===== src/rtl/incr_seq_driver.sv =====
// incr_seq_driver
//   Count sequencer wrapped around an external combinational incrementer.
//   Holds the count register and presents it to the incrementer (inc_a).
//   Takes the incrementer result (inc_result) as the next count candidate.
//   Streams each count value downstream over a valid/ready handshake.
//   Also provides start/stop/load control, wrap-or-halt at LIMIT, a
//   saturating wrap counter and a sticky incrementer-result check.
//
// Ports
//   clk, rst_n            clock, synchronous active-low reset
//   start, stop           begin/resume sequencing; return to IDLE at next transfer
//   load_en, load_val     load count (IDLE/DONE only), clamped to LIMIT
//   wrap_en               1: wrap to 0 after LIMIT, 0: halt in DONE
//   inc_a / inc_result    incrementer operand / result
//   out_valid, out_ready  downstream handshake
//   out_count             current count
//   done                  halted at LIMIT
//   wrap_cnt              number of wraps (saturating)
//   inc_err               sticky incrementer mismatch flag
module incr_seq_driver #(
  parameter int WIDTH = 3,
  parameter int LIMIT = 2**WIDTH - 1,
  parameter int WRAPW = 8
) (
  input  logic             clk,
  input  logic             rst_n,
  input  logic             start,
  input  logic             stop,
  input  logic             load_en,
  input  logic [WIDTH-1:0] load_val,
  input  logic             wrap_en,
  output logic [WIDTH-1:0] inc_a,
  input  logic [WIDTH-1:0] inc_result,
  output logic             out_valid,
  input  logic             out_ready,
  output logic [WIDTH-1:0] out_count,
  output logic             done,
  output logic [WRAPW-1:0] wrap_cnt,
  output logic             inc_err
);

  typedef enum logic [1:0] {
    S_IDLE,
    S_RUN,
    S_DONE
  } state_t;

  localparam logic [WIDTH-1:0] LIMIT_V = WIDTH'(LIMIT);

  state_t           state_q, state_d;
  logic [WIDTH-1:0] count_q, count_d;
  logic [WRAPW-1:0] wrap_cnt_q, wrap_cnt_d;
  logic             inc_err_q, inc_err_d;
  logic             stop_pend_q, stop_pend_d;

  logic [WIDTH-1:0] load_clamp;
  logic [WIDTH-1:0] count_plus1;
  logic             xfer;
  logic             stop_req;

  assign load_clamp  = (load_val > LIMIT_V) ? LIMIT_V : load_val;
  assign count_plus1 = count_q + 1'b1;
  assign xfer        = (state_q == S_RUN) && out_ready;
  assign stop_req    = stop_pend_q || stop;

  always_comb begin
    state_d     = state_q;
    count_d     = count_q;
    wrap_cnt_d  = wrap_cnt_q;
    inc_err_d   = inc_err_q;
    stop_pend_d = stop_pend_q;

    case (state_q)
      S_IDLE: begin
        stop_pend_d = 1'b0;
        if (load_en) count_d = load_clamp;
        if (start)   state_d = S_RUN;
      end

      S_RUN: begin
        if (xfer) begin
          if (count_q == LIMIT_V) begin
            if (wrap_en) begin
              count_d = '0;
              if (wrap_cnt_q != '1) wrap_cnt_d = wrap_cnt_q + 1'b1;
            end else begin
              state_d = S_DONE;
            end
          end else begin
            count_d = inc_result;
            if (inc_result != count_plus1) inc_err_d = 1'b1;
          end
          // A pending stop completes on this transfer; DONE outranks IDLE.
          if (stop_req && (state_d != S_DONE)) state_d = S_IDLE;
          stop_pend_d = 1'b0;
        end else begin
          stop_pend_d = stop_req;
        end
      end

      S_DONE: begin
        stop_pend_d = 1'b0;
        if (start) begin
          count_d = load_en ? load_clamp : '0;
          state_d = S_RUN;
        end else if (load_en) begin
          count_d = load_clamp;
          state_d = S_IDLE;
        end
      end

      default: begin
        state_d     = S_IDLE;
        stop_pend_d = 1'b0;
      end
    endcase
  end

  always_ff @(posedge clk) begin
    if (!rst_n) begin
      state_q     <= S_IDLE;
      count_q     <= '0;
      wrap_cnt_q  <= '0;
      inc_err_q   <= 1'b0;
      stop_pend_q <= 1'b0;
    end else begin
      state_q     <= state_d;
      count_q     <= count_d;
      wrap_cnt_q  <= wrap_cnt_d;
      inc_err_q   <= inc_err_d;
      stop_pend_q <= stop_pend_d;
    end
  end

  assign inc_a     = count_q;
  assign out_count = count_q;
  assign out_valid = (state_q == S_RUN);
  assign done      = (state_q == S_DONE);
  assign wrap_cnt  = wrap_cnt_q;
  assign inc_err   = inc_err_q;

endmodule


===== config.mk =====
export PLATFORM = sky130hd
export DESIGN_NAME = incr_seq_driver
export DESIGN_NICKNAME = d
export VERILOG_FILES = /design/src/rtl/incr_seq_driver.sv
export SDC_FILE = /design/constraint.sdc
export NUM_CORES = 1
export LEC_CHECK = 0
export CAP_MARGIN = 10
export CORE_MARGIN = 8
export CORE_UTILIZATION = 35
export CTS_BUF_LIST = sky130_fd_sc_hd__clkbuf_2
export DETAILED_ROUTE_END_ITERATION = 10
export GPL_TIMING_DRIVEN = 0
export PLACE_DENSITY = 0.71
export SYNTH_ARGS = -nofsm -noshare
export SYNTH_HDL_FRONTEND = slang
export SYNTH_SLANG_ARGS = --single-unit

===== constraint.sdc =====
create_clock -name clk -period 2.8 [get_ports clk]
set_input_delay 0.42 -clock clk [delete_from_list [all_inputs] [get_ports clk]]
set_output_delay 0.42 -clock clk [all_outputs]
set_load 0.01 [all_outputs]

==> results.md, run 1 <==
- Global-route wire length before repair: 3795 um
- Max stage delay on crit path: 590 ps
- Inserted Clock Buffers: 3
- Root buffer cell: clkbuf_2
- DRC: 0
- CTS max path bufs: 2
- H-tree depth: 1
- Antenna Nets Post-Route: 0
- Initial Utilization: 36.87%
- Final Setup Violations: 0
- Worst Hold Class: reg2reg
- Finished Layout Cells: 170
- Worst EP arrival: 1650 ps
- Fin area: 0.001261 sq mm
- PortBufs: 29
- Reg2reg start: inc_a[0]
- Pins Over Slew Limit: 0
- Layout area overhead: 38.08%
- CP max FO: 8
- Via count: 908
- Unique masters post-synth: 38
- Total length of routed wires: 2386 um
- Area contributors post-synth: dfxtp_1 (33%), ha_1 (9.6%), nand2_1 (4.5%), o21ai_0 (3.3%), xor2_1 (2.9%)
- Placement Setup Slack: 787.3 ps
- Row count: 18
- CORE AREA: 0.002477 sq mm
- Post-route setup slack: 727.1 ps
- Vias in the first global route: 857
- Worst Tran Pin Value: 472.5 ps
- Synth Warn #: 0
- Total clock sinks: 15
- Crit path required time: 2380 ps
- Routed len/inst: 14.04 um
- Clk_lat worst skew: 280 ps
- Max cap viols: 0
- FF-to-FF path depth: 7
- Synth Net Count: 127
- DP HPWL: 1888 um
- Post-layout nets: 161
- Top_reg_cell synth: dfxtp_1
- R2R setup slack: 900 ps
- DP Area: 0.001241 sq mm
- FF-to-FF End: wrap_cnt[7]
- CTS Hold Bufs: 0
- Synth Instances: 107
- Seq cells post-synth: 15
- Reg clk slew, reported paths: 150 ps
- Asr flop ratio synth: 0%
- RD Place Congestion: 0.8425
- Die Footprint: 0.004500 sq mm
- Hold Crit Depth: 2
- Min-Delay Endpoint: inc_err
- Total GRT Usage: 10.54%
- Antenna Cells: 0
- Outcome: completed
- Vias per cell: 5.341
- Final hold violations: 0
- Share of the synthesized area in the top cell type: 32.88%
- Chip width: 67.09 um
- Power Dens Cells: 357.2 mW/mm^2
- GRT overflow: 0
- Critical Path Sink Type: primary output
- Worst slew margin: 68.50%
- Most frequent cells after synthesis: dfxtp_1 (15), nand2_1 (11), ha_1 (7)
- DR iter-0 viols: 54
- VDD IR max: 0.2533 mV
- Slowest CP cell: clkdlybuf4s50_1
- Worst setup path class: reg2out
- Mean Syn Cell Area: 8.536 sq um
- CTS tree: yes
- Hold wc startpoint: inc_err
- RSZ-0062 raised after global routing: no
- Largest net degree at the start of global routing: 11
- Setup TNS: 0 ps
- Synth Cell Area: 913.4 sq um
- Tmin final: 2073 ps
- Fin crit share: 74.03%
- I/O pins: 30
- Register area share after synthesis: 32.88%
- Count leader, synth: dfxtp_1
- Die H: 67.09 um
- Share of layout cells above drive strength 1: 7.143%
- Worst setup SP type: flop
- Post-CTS setup buffers: 0
- Post-synth EDFFs: 0
- Initial antenna violation count: 0
- Setup Skew: 3.662 ps
- Post-CTS resize count: 0
- Worst path cell trace: ha_1 > clkdlybuf4s50_1
- F_max: 0.4824 GHz
- Yosys top cell by area: dfxtp_1
- Static Leak: 0.4702 nW
- Placed insts: 166
- Fillers: 262
- Drt pass-1 iters: 4
-- routing by layer --
metal | up-vias | routed length (um) | track usage, %
li1 | 456 | - | -
met1 | 432 | 1021 | 12.16
met2 | 18 | 1205 | 18.52
met3 | 2 | 148 | 2.685
met4 | 0 | 10 | 3.133
met5 | - | 0 | 0
-- area by class of cell --
type                       count  area, sq um  area share [%]
clock buffer                   4        20.02           1.587
inverter                       7        26.28           2.083
multi-input combinational     80        549.3           43.55
sequential                    15        300.3           23.81
timing repair buffer          29        290.3           23.02
buffer                         5        37.54           2.976
tap                           30        37.54           2.976
-- critical path, delay by kind of cell, from the launching register on --
family / cells / cell delay, ps
buffers and inverters: 1 / 590
flip-flops: 1 / 450
adder cells (fa/ha/maj): 1 / 330
-- power by group --
| group | internal, W | switching (W) |
|---|---|---|
| registers | 0.000221 | 0.00000906 |
| clock network | 0.0000379 | 0.0000691 |
| logic | 0.0000636 | 0.0000497 |
-- worst max path at each step --
stage	start	end	cells after the start
after global routing	state_q[0]	out_valid	2
after CTS	state_q[0]	out_valid	2
final	state_q[0]	out_valid	2
after global placement	out_ready	wrap_cnt[7]	6
after detailed placement	out_ready	wrap_cnt[7]	6
after floorplan	inc_a[0]	state_q[0]	6
-- cell families after synthesis --
logic type | share of synthesized area, %
xor+xnor | 4.795
fa+ha+maj | 9.589
buf+inv | 6.985
flops | 32.88
simple gates | 20.55
compound gates | 24.11
mux | 1.096
-- registers in the layout (all words and copies together), names as in the netlist --
name / flops
inc_a: 3
stop_pend_q: 1
inc_err: 1
wrap_cnt: 8
state_q: 2
-- cell usage in the layout, fill, tap and decap left out, types with 2 or more instances in the layout --
cell type	n
o21ai_0	6
nand4_1	2
a22oi_1	3
xor2_1	3
clkbuf_2	4
inv_1	6
a221oi_1	2
ha_1	7
nor3_1	3
o22ai_1	3
nand2_1	11
and3_1	2
dfxtp_1	15
xnor2_1	2
a21oi_1	5
nand3_1	3
clkdlybuf4s50_1	29
nor2_1	6
buf_4	3
o211ai_1	2
nand2b_1	4
-- per-stage QoR --
stage               power [W]  utilization (%)  hold slack (ps)
floorplan           0.0002931                -            452.2
global placement    0.0003434            50.10            454.4
detailed placement  0.0003488            50.10            460.5
CTS                 0.0004551            50.91            493.8
global route        0.0004752            50.91            513.4
finish              0.0004505            50.91            491.0
Power figures use the tool's default switching activity.
==> run 2, diff against run 1 <==
PLACE_DENSITY = 0.73   (was 0.71)
clock period = 1.8 ns   (was 2.8 ns; I/O delays follow)
==> run 2 against run 1 <==
  * Hold slack worse by 0.71 ps
  * Clock skew increased by 4.2 ps
  * Count of clock-buffer cells in the layout did not move
  * Non-clock buffer count rose by 4
  * Largest cell class unchanged
==> results.md, run 2 (same netlist as run 1, synthesis figures left out) <==
- Inserted Clock Buffers: 3 (unchanged)
- I/O pins: 30 (unchanged)
- Tmin final: 1736 ps
- PortBufs: 29 (unchanged)
- Share of layout cells above drive strength 1: 16.67% (+9.5 points)
- Row count: 18 (unchanged)
- Commonest cells after routing, fill and taps aside: clkdlybuf4s50_1 (27), nand2_1 (11), dfxtp_1 (11)
- CTS max path bufs: 2 (unchanged)
- Pins Over Slew Limit: 0 (unchanged)
- Fin crit share: 96.42%
- Clk_lat worst skew: 290 ps (about the same)
- Worst setup path class: reg2reg
- H-tree depth: 1 (unchanged)
- Vias per cell: 5.264 (-1.4%)
- Worst Hold Class: reg2reg
- Total clock sinks: 15 (unchanged)
- Worst Tran Pin Value: 433.1 ps (-39.39 ps)
- Commonest non-fill, non-tap cell in the layout: clkdlybuf4s50_1
- Fillers: 232 (-11%)
- Layout area overhead: 46.99%
- Outcome: completed
- Max cap viols: 0 (unchanged)
- Reg2reg start: inc_a[0]
- Die Footprint: 0.004500 sq mm (unchanged)
- GRT overflow: 0 (unchanged)
- Hold Crit Depth: 2 (unchanged)
- Power Dens Cells: 528.5 mW/mm^2 (+48%)
- VDD IR max: 0.3093 mV (+22%)
- Initial antenna violation count: 0 (unchanged)
- DRC: 0 (unchanged)
- Final hold violations: 0 (unchanged)
- Placed insts: 166 (unchanged)
- Multi-input gate area: 591.8 sq um (+7.7%)
- Hold wc startpoint: inc_err
- Total GRT Usage: 11.02% (+0.48 points)
- Antenna Cells: 0 (unchanged)
- Drt pass-1 iters: 4 (unchanged)
- Max reg flops: 8 (unchanged)
- Register area: 307.8 sq um (+2.5%)
- DP HPWL: 1845 um (-2.3%)
- Final Setup Violations: 0 (unchanged)
- Setup crit start: inc_a[0]
- Vias in the first global route: 891 (+4.0%)
- CTS Hold Bufs: 0 (unchanged)
- RD Place Congestion: 0.7723 (-8.3%)
- Root buffer cell: clkbuf_2
- Total length of routed wires: 2439 um (+2.2%)
- Chip width: 67.09 um (unchanged)
- Die H: 67.09 um (unchanged)
- RSZ-0062 raised after global routing: no
- F_max: 0.5762 GHz
- CTS tree: yes
- Global-route wire length before repair: 3850 um (+1.4%)
- CP max FO: 6 (-2)
- Via count: 916 (+0.88%)
- DR iter-0 viols: 62 (+15%)
- Finished Layout Cells: 174 (+2.4%)
- Post-layout nets: 165 (+2.5%)
- Routed len/inst: 14.02 um (-0.13%)
- Worst setup SP type: flop
- Critical Path Sink Type: flop
- Reg clk slew, reported paths: 140 ps (about the same)
- Setup Skew: 7.886 ps (+4.224 ps)
- CORE AREA: 0.002477 sq mm (unchanged)
- Worst EP arrival: 1930 ps (+280 ps)
- Largest net degree at the start of global routing: 11 (unchanged)
- Antenna Nets Post-Route: 0 (unchanged)
- Static Leak: 0.5147 nW (+9.5%)
- Final Total Pwr: 0.0007096 W (+58%)
- Initial Utilization: 36.87% (unchanged)
- Crit path required time: 2000 ps (-380 ps)
- FF-to-FF path depth: 8 (+1)
- Worst slew margin: 71.13% (+2.6 points)
[run 2: changes by cell type in the layout (fill, tap and decap cells not counted), sizes merged]
cell           delta
buf               +4
clkdlybuf4s50     -2
dlygate4sd2       +1
dlymetal6s2s      +1
[run 2: worst paths after layout]
check / to / slack, ps
setup reg to reg: wrap_cnt[3] / 60
hold / removal: inc_err / 490
hold reg to reg: inc_err / 490
setup / recovery: wrap_cnt[3] / 60
[run 2: through the flow]
stage                     utilization, %  TNS [ps]  hold WS (ps)  cell area (sq um)  setup WS (ps)
after CTS                          52.58         0         498.6               1303          5.365
after floorplan                        -         0         415.7              913.4          125.1
after global routing               54.19         0         524.3               1343          1.728
after detailed placement           50.10    -46.76         464.9               1241         -46.76
after global placement             50.10    -26.06         451.8               1241         -26.06
final                              54.19         0         490.3               1343          64.44
[run 2: layer usage]
layer	GRT usage, %	share of wire (%)
met3	3.691	8.1
met1	12.18	42
met2	18.04	47
met5	0	0
met4	6.266	2.1
[run 2: power breakdown]
part	leakage (nW)	switching (W)	internal, W
sequential	0.124	0.0000146	0.000345
combinational	0.375	0.0000780	0.000106
clock	0.0166	0.000107	0.0000589
[run 2: cell type report]
type / instances / area share, %
plain buffers: 5 / 2.796
clock buffers: 4 / 1.491
inverters: 7 / 1.957
multi-input cells: 80 / 44.08
flip-flops and latches: 15 / 22.93
well taps: 30 / 2.796
repair buffers: 33 / 23.95
[run 2: timing repair]
item,CTS,global route
endpoints found under the setup margin,4,11
hold endpoints to repair,0,0
resized for setup,7,8
pin swaps,2,1
buffers inserted,3,1
[run 2: critical path, stage by stage, from the launching register on]
cell and delay (ps):
dfxtp_4 380, ha_1 220, ha_4 190, and4_1 150, buf_6 130, o211ai_1 180, buf_4 180, xor2_1 150
nor2_1 50
==> run 3, diff against run 2 <==
CAP_MARGIN = 25   (was 10)
CTS_BUF_LIST = unset   (was sky130_fd_sc_hd__clkbuf_2)
==> run 3 against run 2 <==
  * Total power grew 3.7%
  * Clock power grew 16%
  * Clock skew shrank 2.2 ps
  * Final cell count shrank 1.1%
  * Critical path depth shrank 5
  * Sequential cell count is the same
  * Hold slack lost 12 ps
  * Wire length shrank 0.21%
  * Sequential power is essentially flat
  * Combinational power is essentially flat
  * Non-clock buffer count shrank 2
  * Critical path type is now reg2out
  * Critical endpoint is now out_valid
  * Largest power group unchanged
==> results.md, run 3 (same netlist as run 1, synthesis figures left out) <==
- Final hold violations: 0 (unchanged)
- Via count: 909 (-0.76%)
- Die H: 67.09 um (unchanged)
- Root buffer cell: clkbuf_4
- Worst EP arrival: 1460 ps (-470 ps)
- Worst setup path class: reg2out
- Final Setup Violations: 0 (unchanged)
- Reg clk slew, reported paths: 90 ps (-50 ps)
- Sw Share: 27.13% (-0.96 points)
- Hold slack: 478.6 ps (-11.72 ps)
- F_max: 0.5795 GHz (+0.58%)
- CP max FO: 8 (+2)
- Setup Skew: 5.721 ps (-2.165 ps)
- Share of power burned in registers: 48.9% (-1.8 points)
- Tmin final: 1725 ps (-10.06 ps)
- Hold Crit Depth: 2 (unchanged)
- Hold wc startpoint: inc_err
- Worst Tran Pin Value: 450.6 ps (+17.48 ps)
- Placement Setup Slack: -46.76 ps (unchanged)
- Pins Over Slew Limit: 0 (unchanged)
- Chip width: 67.09 um (unchanged)
- Row count: 18 (unchanged)
- Antenna Cells: 0 (unchanged)
- Initial antenna violation count: 0 (unchanged)
- H-tree depth: 1 (unchanged)
- I/O pins: 30 (unchanged)
- Crit path required time: 1530 ps (-470 ps)
- CTS Hold Bufs: 0 (unchanged)
- Commonest cells after routing, fill and taps aside: clkdlybuf4s50_1 (28), dfxtp_1 (12), nand2_1 (11)
- CORE AREA: 0.002477 sq mm (unchanged)
- FF-to-FF End: wrap_cnt[3]
- Placed insts: 166 (unchanged)
- Total length of routed wires: 2434 um (-0.21%)
- Die Footprint: 0.004500 sq mm (unchanged)
- Post-layout nets: 163 (-1.2%)
- VDD IR max: 0.2958 mV (-4.4%)
- Finished Core Util: 53.94% (-0.25 points)
- Initial Utilization: 36.87% (unchanged)
- RD Place Congestion: 0.7723 (unchanged)
- Antenna Nets Post-Route: 0 (unchanged)
- CTS tree: yes
- Post-route setup slack: 74.50 ps (+10.06 ps)
- Worst Hold Class: reg2reg
- Clk_lat worst skew: 290 ps (about the same)
- Inserted Clock Buffers: 3 (unchanged)
- Power Dens Cells: 550.9 mW/mm^2 (+4.2%)
- Max cap viols: 0 (unchanged)
- PortBufs: 29 (unchanged)
- Global-route wire length before repair: 3843 um (-0.18%)
- Drt pass-1 iters: 4 (unchanged)
- Int Pwr: 0.0005365 W (+5.1%)
- Total GRT Usage: 11.02% (unchanged)
- Finished Layout Cells: 172 (-1.1%)
- Layout area overhead: 46.30%
- Comb pwr share: 24.8% (-1.2 points)
- Vias in the first global route: 887 (-0.45%)
- Vias per cell: 5.285 (+0.39%)
- Worst setup SP type: flop
- Share of layout cells above drive strength 1: 14.79% (-1.9 points)
- FF-to-FF path depth: 8 (unchanged)
- Critical Path Sink Type: primary output
- Max reg flops: 8 (unchanged)
- DRC: 0 (unchanged)
- GRT overflow: 0 (unchanged)
- Setup TNS: 0 ps (unchanged)
- Routed len/inst: 14.15 um (+0.96%)
- Min-Delay Endpoint: inc_err
- Worst slew margin: 69.96% (-1.2 points)
- Net switching power: 0.0001997 W (+0.20%)
- Reg2reg start: inc_a[0]
- Largest net degree at the start of global routing: 11 (unchanged)
- Fin crit share: 95.86% (-0.56 points)
- RSZ-0062 raised after global routing: no
- Static Leak: 0.5002 nW (-2.8%)
- DR iter-0 viols: 52 (-16%)
- Total clock sinks: 15 (unchanged)
- R2R setup slack: 100 ps (+40 ps)
- Outcome: completed
- DP HPWL: 1845 um (unchanged)
- CTS max path bufs: 2 (unchanged)
- Commonest non-fill, non-tap cell in the layout: clkdlybuf4s50_1
- Clk pwr share: 26.3% (+3.0 points)
[run 3: worst max-delay path, cell delays in order, from the launching register on]
cell             delay [ps]
dfxtp_1                 350
inv_2                   100
ha_4                    170
clkdlybuf4s50_1         540
[run 3: timing repair]
action                     4_1_cts  5_1_grt
setup buffers                    2        0
gates resized for setup          6        8
pin swaps                        2        1
setup endpoints to repair        4       11
[run 3: worst max-delay path by stage]
stage | start | endpoint
final | state_q[1] | out_valid
after global routing | state_q[1] | out_valid
after CTS | state_q[0] | done
after detailed placement | inc_a[0] | wrap_cnt[7]
after global placement | out_ready | wrap_cnt[7]
after floorplan | inc_a[0] | state_q[0]
[run 3: power by group through the flow]
stage                logic, W  clock network (W)  registers (W)
detailed placement   0.000177                  0       0.000364
global route         0.000199           0.000220       0.000363
finish               0.000183           0.000193       0.000360
global placement     0.000171                  0       0.000364
CTS                  0.000181           0.000205       0.000359
floorplan           0.0000901                  0       0.000366
[run 3: layout make-up]
class	count	area [sq um]
Timing Repair Buffer	31	307.8
Clock buffer	4	26.28
Tap cell	30	37.54
Inverter	7	26.28
Buffer	5	37.54
Sequential cell	15	306.5
Multi-Input combinational cell	80	594.3
Fill cell	235	1141
[run 3: per-stage QoR]
stage	power (W)	cell area, sq um
2_1_floorplan	0.0004559	913.4
4_1_cts	0.0007454	1303
6_report	0.0007362	1336
3_3_place_gp	0.0005345	1241
3_5_place_dp	0.0005411	1241
5_1_grt	0.0007813	1336
[run 3: layer usage]
| metal | global-route usage [%] | up-vias | wire length, um |
|---|---|---|---|
| li1 | - | 461 | - |
| met5 | 0 | - | 0 |
| met4 | 6.266 | 0 | 49 |
| met2 | 17.92 | 32 | 1119 |
| met1 | 12.27 | 411 | 1036 |
| met3 | 3.691 | 5 | 229 |
